**config.mk**
```make
export PLATFORM = sky130hd
export DESIGN_NAME = ov5640_power_seq
export DESIGN_NICKNAME = d
export VERILOG_FILES = /design/src/rtl/ov5640_power_seq.sv
export SDC_FILE = /design/constraint.sdc
export NUM_CORES = 1
export LEC_CHECK = 0
export ABC_AREA = 1
export BUFFER_PORTS_ARGS = -buffer_cell sky130_fd_sc_hd__buf_2
export CORE_MARGIN = 10
export CORE_UTILIZATION = 45
export DETAILED_ROUTE_END_ITERATION = 12
export GPL_ROUTABILITY_DRIVEN = 0
export PLACE_DENSITY = 0.64
export SETUP_SLACK_MARGIN = 0.5
export SYNTH_ARGS = -nofsm -noshare
export SYNTH_HDL_FRONTEND = slang
export SYNTH_SLANG_ARGS = --single-unit
```
**constraint.sdc**
```tcl
create_clock -name sys_clk -period 1.7 [get_ports sys_clk]
set_input_delay 0.085 -clock sys_clk [delete_from_list [all_inputs] [get_ports sys_clk]]
set_output_delay 0.085 -clock sys_clk [all_outputs]
set_load 0.1 [all_outputs]
```
**src/rtl/ov5640_power_seq.sv**
```systemverilog
// OV5640 power-on sequencer: walks PWDN/RESETB through power-up timing,
// then releases the SCCB master and watches for table-download completion.
module ov5640_power_seq #(
    parameter int CLK_FREQ_HZ    = 100_000_000,
    parameter int T_PWDN_US      = 5000,
    parameter int T_RST_US       = 1000,
    parameter int T_INIT_US      = 20000,
    parameter int CFG_TIMEOUT_US = 500000
) (
    input  logic       sys_clk,
    input  logic       sys_rst_n,
    input  logic       restart,
    input  logic       sccb_cfg_finish,
    output logic       ov5640_pwdn,
    output logic       ov5640_rst_n,
    output logic       sccb_rst,
    output logic       ov5640_setup_done,
    output logic       cam_ready,
    output logic       cfg_timeout,
    output logic [2:0] seq_state
);

    localparam int DIV = CLK_FREQ_HZ / 1_000_000;
    localparam int PW  = (DIV > 1) ? $clog2(DIV) : 1;

    localparam logic [19:0] LIM_PWDN = 20'(T_PWDN_US - 1);
    localparam logic [19:0] LIM_RST  = 20'(T_RST_US - 1);
    localparam logic [19:0] LIM_INIT = 20'(T_INIT_US - 1);
    localparam logic [19:0] LIM_CFG  = 20'(CFG_TIMEOUT_US - 1);

    typedef enum logic [2:0] {
        S_OFF    = 3'd0,
        S_PWRUP  = 3'd1,
        S_RSTREL = 3'd2,
        S_CONFIG = 3'd3,
        S_READY  = 3'd4,
        S_FAULT  = 3'd5
    } state_t;

    state_t          state;
    state_t          nxt;
    logic [PW-1:0]   presc;
    logic [19:0]     cnt;
    logic            tick;
    logic            timed;

    // {pwdn, rst_n, sccb_rst, setup_done, cam_ready, cfg_timeout}
    function automatic logic [5:0] outs_of(state_t s);
        case (s)
            S_OFF:    return 6'b101000;
            S_PWRUP:  return 6'b001000;
            S_RSTREL: return 6'b011000;
            S_CONFIG: return 6'b010100;
            S_READY:  return 6'b010110;
            S_FAULT:  return 6'b010001;
            default:  return 6'b101000;
        endcase
    endfunction

    assign tick  = (presc == PW'(DIV - 1));
    assign timed = (state == S_OFF) || (state == S_PWRUP) ||
                   (state == S_RSTREL) || (state == S_CONFIG);

    always_comb begin
        nxt = state;
        unique case (state)
            S_OFF:    if (tick && cnt == LIM_PWDN) nxt = S_PWRUP;
            S_PWRUP:  if (tick && cnt == LIM_RST)  nxt = S_RSTREL;
            S_RSTREL: if (tick && cnt == LIM_INIT) nxt = S_CONFIG;
            // a finish arriving on the timeout edge still counts as success
            S_CONFIG: begin
                if (sccb_cfg_finish)
                    nxt = S_READY;
                else if (tick && cnt == LIM_CFG)
                    nxt = S_FAULT;
            end
            S_READY:  nxt = S_READY;
            S_FAULT:  nxt = S_FAULT;
            default:  nxt = S_OFF;
        endcase
        if (restart) nxt = S_OFF;
    end

    always_ff @(posedge sys_clk or negedge sys_rst_n) begin
        if (!sys_rst_n) begin
            state <= S_OFF;
            presc <= '0;
            cnt   <= '0;
            {ov5640_pwdn, ov5640_rst_n, sccb_rst,
             ov5640_setup_done, cam_ready, cfg_timeout} <= 6'b101000;
        end else begin
            state <= nxt;
            {ov5640_pwdn, ov5640_rst_n, sccb_rst,
             ov5640_setup_done, cam_ready, cfg_timeout} <= outs_of(nxt);
            if (restart || nxt != state || !timed) begin
                presc <= '0;
                cnt   <= '0;
            end else if (tick) begin
                presc <= '0;
                cnt   <= cnt + 20'd1;
            end else begin
                presc <= presc + PW'(1);
            end
        end
    end

    assign seq_state = state;

endmodule

```
==> metrics.sh, run 1 <==
GRT_UTIL_ALL_LAYERS=0.135
SETUP_VIOL_COUNT_FINAL=14
NETLIST-CELL-TYPE-COUNT=27
TIMING.FINAL.CRIT_SHARE=1.01
DETAIL_ROUTE.ITER0.VIOLATIONS=118
FLOORPLAN.INITIALDENSITY=0.468
ANTENNA_LEFT=0
CTS-ROOT-TO-SINK-BUFFERS=2
CLKLATENCYLATEPIN_PS=290
CP_DATA_ARRIVAL_TIME_PS=1930
WORST_SETUP_PATH_START_KIND='flop'
GRT_SETUP_UNREPAIRED='true'
SYNTHESIZED_FLOP_AND_LATCH_TOTAL=36
CRITPATHBUFINV=2
FINALHOLDVIOLCOUNT=0
KIND_OF_END_POINT_OF_THE_CRITICAL_PATH='flop'
TIMING_WORST_SLEW_PIN_VALUE_PS=491
CTS_TREE='yes'
DRT_DRC_VIOLATIONS_LEFT=0
SYNTH.CELL_AREA_SQ_UM=2070
HPWL_UM=3370
LAYOUT-DRIVE-GT1-SHARE=0.392
LAYOUT.NETS=329
SLEW_VIOLATIONS=0
GR-TOTAL-OVERFLOW=0
CRITPATHSLOWESTCELL='dfrtp_1'
CP_DATA_REQUIRED_TIME_PS=1920
DIE_WIDTH_UM=87.8
VIAS_IN_THE_FIRST_GLOBAL_ROUTE=1856
LAYOUT-AREA-OVERHEAD-VS-SYNTH_PCT=35.0
SKEW_PS=9.99
SYNTH_ENABLE_FLOP_CELLS=0
SYNTH-MAIN-FF-CELL='dfrtp_1'
FINAL.MIN_CLOCK_PERIOD_PS=1710
ANTENNA_CELLS=0
LAYOUT.CELLS.MOST_COMMON_LIST='nor2_1, nand2_1, buf_4'
CRIT_PATH_MAX_FANOUT=9
CRITICAL_PATH.ENDPOINT='cnt[5]'
PLACEDINSTANCEAREA_SQ_UM=2370
FMAX_GHz=0.583
ROUTE.VIAS.TOTAL=1893
WORST_R2R_DST='cnt[5]'
SLEW_HEADROOM=0.675
WORSTHOLDPATHTYPE='in -> reg'
NUMBER_OF_ANTENNA_VIOLATIONS_AT_THE_FIRST_CHECK_IN_GLOBAL_ROUTING=0
H-TREE-DEPTH=2
VDD_DROP_MAX_mV=0.352
SLOWEST_DELAY_PS=360
SYNTH-SEQ-AREA-SHARE=0.437
CRITPATHKIND='reg -> reg'
CTS-BUFFERS-INSERTED=5
DIE_HEIGHT_UM=87.8
LAYOUT_SETUP_WS_PS=-14.6
PORT_BUFFERS=12
POWER.DENSITY_CELL_AREA_nW_PER_UM2=567
MAXIMUM_NUMBER_OF_PINS_ON_ONE_NET_BEFORE_GLOBAL_ROUTE_REPAIR=37
FF2FF_SETUP_SLACK_PS=-10
SYN_AVG_CELL_AREA_SQ_UM=7.65
TOTAL_DIE_AREA_SQ_UM=7700
CLKSLEWWORSTSETUPHOLDPATHS_PS=70
CORE.ROWCOUNT=24
MAX_CAP_VIOL=0
SYNTH_ASYNC_RESET_RATIO=1.00
LAYOUT_COMMONEST_CELL='nor2_1'
LEAKAGE_uW=0.00132
SYNTHCELLS=270
CRITICAL_PATH_CELL_COUNT=12
FAMILY_WITH_THE_MOST_DELAY_ON_THE_WORST_PATH='simple AND/OR/NAND/NOR gates'
SYNTH-WARNING-COUNT=0
REG2REGPATHDEPTH=12
FIRST_PASS_GRT_WIRE_LENGTH_UM=8380
WL_PER_CELL_UM=13.5
WORST_R2R_STARTPOINT='presc[1]'
ROUTE.DETAILED.VIAS_PER_INST=5.03
ORDERED_LIST_OF_CELLS_ON_THE_WORST_PATH='ha_2 -> nand2_2 -> inv_2 -> nand3_4 -> nor2_4 -> nand3_2 -> nand2_2 -> nand3_4 -> nand3_4 -> nand2_4 -> buf_12 -> nor2_1'
FP.COREAREA_SQ_UM=4410
VIOLATIONS_IN_THE_FINAL_REPORTS='setup timing'
ROUTED_WL_UM=5080
MAPPEDNETLISTNETS=276
RESULT_OF_THE_RUN='finished with violations'
NUM_IO_PINS=13
CTS.ROOT.BUFFER_CELL='clkbuf_8'
DETAILEDROUTE.FIRSTPASSITERATIONCOUNT=4
CRIT_PATH_START='presc[1]'
CTS.SINKS=36
LAYOUT.CORE_UTILIZATION=0.632
FIN_AREA_SQ_UM=2790
CRITICAL-PATH-TOP-CELL-BY-COUNT='nand3_4'
==> worst min-delay path by stage <==
stage	startpoint	end	slack (ps)	depth (start not counted)
floorplan	sys_rst_n	cam_ready	-210	0
global placement	sys_rst_n	presc[2]	150	2
detailed placement	sys_rst_n	presc[2]	150	2
CTS	restart	sccb_rst	100	3
global route	restart	seq_state[2]	100	3
finish	restart	seq_state[2]	110	3
==> timing repair <==
item / in CTS / in global routing
hold buffers: 1 / 0
pin swaps: 7 / 6
setup endpoints to repair: 41 / 37
buffers inserted: 7 / 7
resized for setup: 41 / 20
endpoints found under the hold margin: 34 / 0
==> registers in the layout, summed over array words and instances (netlist names) <==
| signal | flops |
|---|---|
| cnt | 20 |
| presc | 7 |
| seq_state | 3 |
| cam_ready | 1 |
| cfg_timeout | 1 |
| ov5640_pwdn | 1 |
| ov5640_rst_n | 1 |
| ov5640_setup_done | 1 |
| sccb_rst | 1 |
==> logic make-up after synthesis <==
kind of cell    Yosys count  share of synthesized area
simple gates            164                      0.361
fa+ha+maj                 2                     0.0121
buf+inv                  41                     0.0878
compound gates            9                     0.0248
flops                    36                      0.437
xor+xnor                 17                     0.0721
mux                       1                    0.00485
==> report_power, final <==
part           total [uW]  internal [uW]  leakage (uW)  switching, uW
Combinational        93.4           39.6      0.000792           53.8
Clock                 622            330     0.0000455            292
Sequential            866            862      0.000483           4.04
Total                1580           1230       0.00132            349
==> layout make-up <==
cell class	count	area [sq um]
clock buffers	8	90.1
fillers	374	1630
well taps	52	65.1
multi-input cells	193	1160
inverters	36	138
flip-flops and latches	36	918
repair buffers	51	419
==> metal layers <==
layer,track usage,part of all wire,up-vias
li1,-,-,946
met1,0.157,0.43,901
met2,0.235,0.51,35
met3,0.0316,0.033,11
met4,0.0536,0.021,0
met5,0,0,-
==> synth_stat cells, types with 5 or more instances <==
cell type / instances / share of area
dfrtp_1: 34 / 0.41
inv_1: 35 / 0.064
nand2_1: 48 / 0.087
nand3_1: 25 / 0.061
nand4_1: 6 / 0.018
nor2_1: 57 / 0.10
nor2_2: 12 / 0.036
nor3_1: 5 / 0.012
o21ai_0: 5 / 0.012
xor2_1: 16 / 0.068
==> worst register-to-register path: stages (launching register included) <==
cell and delay [ps]:
dfrtp_1 360, ha_2 190, nand2_2 60, inv_2 70
nand3_4 120, nor2_4 150, nand3_2 80, nand2_2 90
nand3_4 100, nand3_4 100, nand2_4 80, buf_12 150
nor2_1 100
==> per-stage QoR <==
step	std cells	hold WS (ps)	total power (uW)	setup WS [ps]	setup TNS (ps)
6_report	376	113	1580	-14.6	-109
5_1_grt	376	103	1650	-156	-3720
4_1_cts	369	98.4	1600	-9.42	-57.9
3_5_place_dp	353	154	959	-23.4	-204
3_3_place_gp	353	150	958	24.7	0
2_1_floorplan	270	-211	915	68.0	0
(Power assumes the default switching activity.)
==> inputs of run 2 (changes only) <==
==> constraint.sdc (replaced) <==
create_clock -name sys_clk -period 1.4 [get_ports sys_clk]
set_input_delay 0.07 -clock sys_clk [delete_from_list [all_inputs] [get_ports sys_clk]]
set_output_delay 0.07 -clock sys_clk [all_outputs]
set_load 0.1 [all_outputs]
==> run 2 against run 1 <==
  * The flow still finishes with violations (setup timing)
  * Non-clock buffer count up 29
  * Die area is the same
  * Wire length increased by 15%
  * Final area is 19% higher
  * Critical endpoint is now cnt[18]
  * Core utilization up 12 points
  * Critical path type unchanged
  * Via count grew 5.8%
  * Combinational power grew 81%
  * Worst hold slack worse by 48 ps
  * Global-route usage up 2.1 points
  * Worst setup slack worse by 370 ps
  * Sequential power increased by 21%
==> metrics.sh, run 2 (same netlist as run 1, synthesis figures left out) <==
LARGEST_REGISTER_FFS=20  # unchanged
ORDERED_LIST_OF_CELLS_ON_THE_WORST_PATH='ha_2 -> nand2_2 -> inv_2 -> nand3_4 -> nor2_4 -> nand2_1 -> nand3_2 -> nand3_2 -> nand2_4 -> buf_12 -> nor2_4'  # was ha_2 -> nand2_2 -> inv_2 -> nand3_4 -> nor2_4 -> nand3_2 -> nand2_2 -> nand3_4 -> nand3_4 -> nand2_4 -> buf_12 -> nor2_1
WL_PER_CELL_UM=14.5  # was 13.5 um
VDD_DROP_MAX_mV=0.446  # was 0.352 mV
CORE.ROWCOUNT=24  # unchanged
DETAILEDROUTE.FIRSTPASSITERATIONCOUNT=4  # unchanged
HOLD-WORST-SLACK_PS=65.5  # was 113 ps
CLKLATENCYLATEPIN_PS=290  # about the same
TIMING_WORST_SLEW_PIN_VALUE_PS=442  # was 491 ps
WORSTHOLDPATHTYPE='in -> reg'  # unchanged
HOLD_START='restart'  # unchanged
DIE_HEIGHT_UM=87.8  # unchanged
CRIT_PATH_MAX_FANOUT=7  # was 9
SKEW_PS=8.07  # was 9.99 ps
REG2REGPATHDEPTH=11  # was 12
PORT_BUFFERS=12  # unchanged
DIE_WIDTH_UM=87.8  # unchanged
GR-TOTAL-OVERFLOW=0  # unchanged
FINAL.MIN_CLOCK_PERIOD_PS=1790  # was 1710 ps
CP_DATA_REQUIRED_TIME_PS=1570  # was 1920 ps
ROUTED_WL_UM=5850  # was 5080 um
DETAIL_ROUTE.ITER0.VIOLATIONS=97  # was 118
ROUTE.DETAILED.VIAS_PER_INST=4.95  # was 5.03
LAYOUT-AREA-OVERHEAD-VS-SYNTH_PCT=60.9  # was 35.0%
SLEW_VIOLATIONS=0  # unchanged
SLOWEST_DELAY_PS=370  # was 360 ps
CRITPATHSLOWESTCELL='dfrtp_1'  # unchanged
WORST_R2R_STARTPOINT='presc[0]'  # was presc[1]
NUMBER_OF_ANTENNA_VIOLATIONS_AT_THE_FIRST_CHECK_IN_GLOBAL_ROUTING=0  # unchanged
GRT_UTIL_ALL_LAYERS=0.156  # was 0.135
VIOLATIONS_IN_THE_FINAL_REPORTS='setup timing'  # unchanged
SLEW_HEADROOM=0.705  # was 0.675
FIRST_PASS_GRT_WIRE_LENGTH_UM=9450  # was 8380 um
FP.COREAREA_SQ_UM=4410  # unchanged
LAYOUT_SETUP_WS_PS=-388  # was -14.6 ps
SETUP_VIOL_COUNT_FINAL=36  # was 14
LAYOUT-DRIVE-GT1-SHARE=0.507  # was 0.392
FF2FF_SETUP_SLACK_PS=-390  # was -10 ps
HOLD_DEPTH=4  # was 3
CTS.SINKS=36  # unchanged
CLKSLEWWORSTSETUPHOLDPATHS_PS=70  # about the same
FINALHOLDVIOLCOUNT=0  # unchanged
NUM_IO_PINS=13  # unchanged
MAX_CAP_VIOL=0  # unchanged
TERMINATING_PIN_OF_THE_WORST_HOLD_PATH='cam_ready'  # was seq_state[2]
GRT.MET1_USAGE=0.195  # was 0.157
CRITPATHKIND='reg -> reg'  # unchanged
POWER.DENSITY_CELL_AREA_nW_PER_UM2=596  # was 567 nW/um^2
DRT_DRC_VIOLATIONS_LEFT=0  # unchanged
CTS.ROOT.BUFFER_CELL='clkbuf_8'  # unchanged
TIMING.FINAL.CRIT_SHARE=1.28  # was 1.01
GRT_USE_MET2=0.263  # was 0.235
RESULT_OF_THE_RUN='finished with violations'  # unchanged
WORST_SETUP_PATH_START_KIND='flop'  # unchanged
HPWL_UM=3890  # was 3370 um
ROUTE.VIAS.TOTAL=2003  # was 1,893
WORST_R2R_DST='cnt[18]'  # was cnt[5]
LAYOUT_COMMONEST_CELL='buf_4'  # was nor2_1
VIAS_IN_THE_FIRST_GLOBAL_ROUTE=2033  # was 1,856
MAXIMUM_NUMBER_OF_PINS_ON_ONE_NET_BEFORE_GLOBAL_ROUTE_REPAIR=20  # was 37
LARGEST-REGISTER='cnt'  # unchanged
GRT-BUSIEST-LAYER='met2'  # unchanged
GRT_SETUP_UNREPAIRED='true'  # unchanged
CTS-BUFFERS-INSERTED=5  # unchanged
LEAKAGE_uW=0.00150  # was 0.00132 uW
FMAX_GHz=0.559  # was 0.583 GHz
LAYOUT.CORE_UTILIZATION=0.753  # was 0.632
KIND_OF_END_POINT_OF_THE_CRITICAL_PATH='flop'  # unchanged
CTS_TREE='yes'  # unchanged
ANTENNA_CELLS=0  # unchanged
CTS-ROOT-TO-SINK-BUFFERS=2  # unchanged
TOTAL_DIE_AREA_SQ_UM=7700  # unchanged
GROUTE.LAYER.MET3.USAGE=0.0353  # was 0.0316
LAYOUT.NETS=358  # was 329
LAYOUT.CELLS.MOST_COMMON_LIST='buf_4, nand2_1, nor2_1'  # was nor2_1, nand2_1, buf_4
CP_DATA_ARRIVAL_TIME_PS=1960  # was 1930 ps
ANTENNA_LEFT=0  # unchanged
FLOORPLAN.INITIALDENSITY=0.468  # unchanged
H-TREE-DEPTH=2  # unchanged
-- run 2: layer usage --
layer | vias up | wire [um]
met5 | - | 0
met4 | 0 | 87
met3 | 10 | 186
met2 | 24 | 3070
met1 | 968 | 2520
li1 | 1001 | -
-- run 2: worst max-delay path, delay by kind of cell, from the launching register on --
family,cells,cell delay (ps)
and+or+nand+nor,8,820
adders and majority gates,1,210
DFF,1,370
buffers and inverters,2,240
-- run 2: worst max path at each step --
stage	slack, ps	depth (start not counted)	startpoint	end
6_report	-390	11	presc[0]	cnt[18]
5_1_grt	-520	12	presc[0]	cnt[7]
4_1_cts	-310	13	presc[1]	cnt[6]
3_5_place_dp	-340	12	presc[0]	cnt[2]
3_3_place_gp	-320	10	presc[0]	cnt[10]
2_1_floorplan	-230	11	seq_state[2]	cnt[15]
-- run 2: final cells by class --
cell class / instances / area (sq um)
Multi-Input combinational cell: 193 / 1310
Fill cell: 307 / 1090
Sequential cell: 36 / 922
Timing Repair Buffer: 80 / 801
Inverter: 36 / 138
Clock buffer: 8 / 90.1
Tap cell: 52 / 65.1
-- run 2: timing repair --
item / in CTS / in global routing
gates cloned: 1 / 0
pin swaps: 13 / 18
hold buffers: 1 / 0
setup endpoints to repair: 45 / 45
hold endpoints to repair: 17 / 0
resized for setup: 90 / 40
setup buffers: 3 / 4
-- run 2: power by group --
group          switching [uW]  internal, uW
Sequential               5.38          1050
Combinational            96.6          72.6
Clock                     358           401
-- run 2: stage by stage --
stage	worst slack [ps]	area (sq um)	std cells	power [uW]	setup TNS, ps
final	-388	3320	405	1980	-12440
after global routing	-520	3320	405	2060	-16760
after CTS	-305	3140	401	1990	-9210
after detailed placement	-335	2670	388	1180	-10130
after global placement	-317	2670	388	1180	-9430
after floorplan	-232	2100	270	1110	-5440
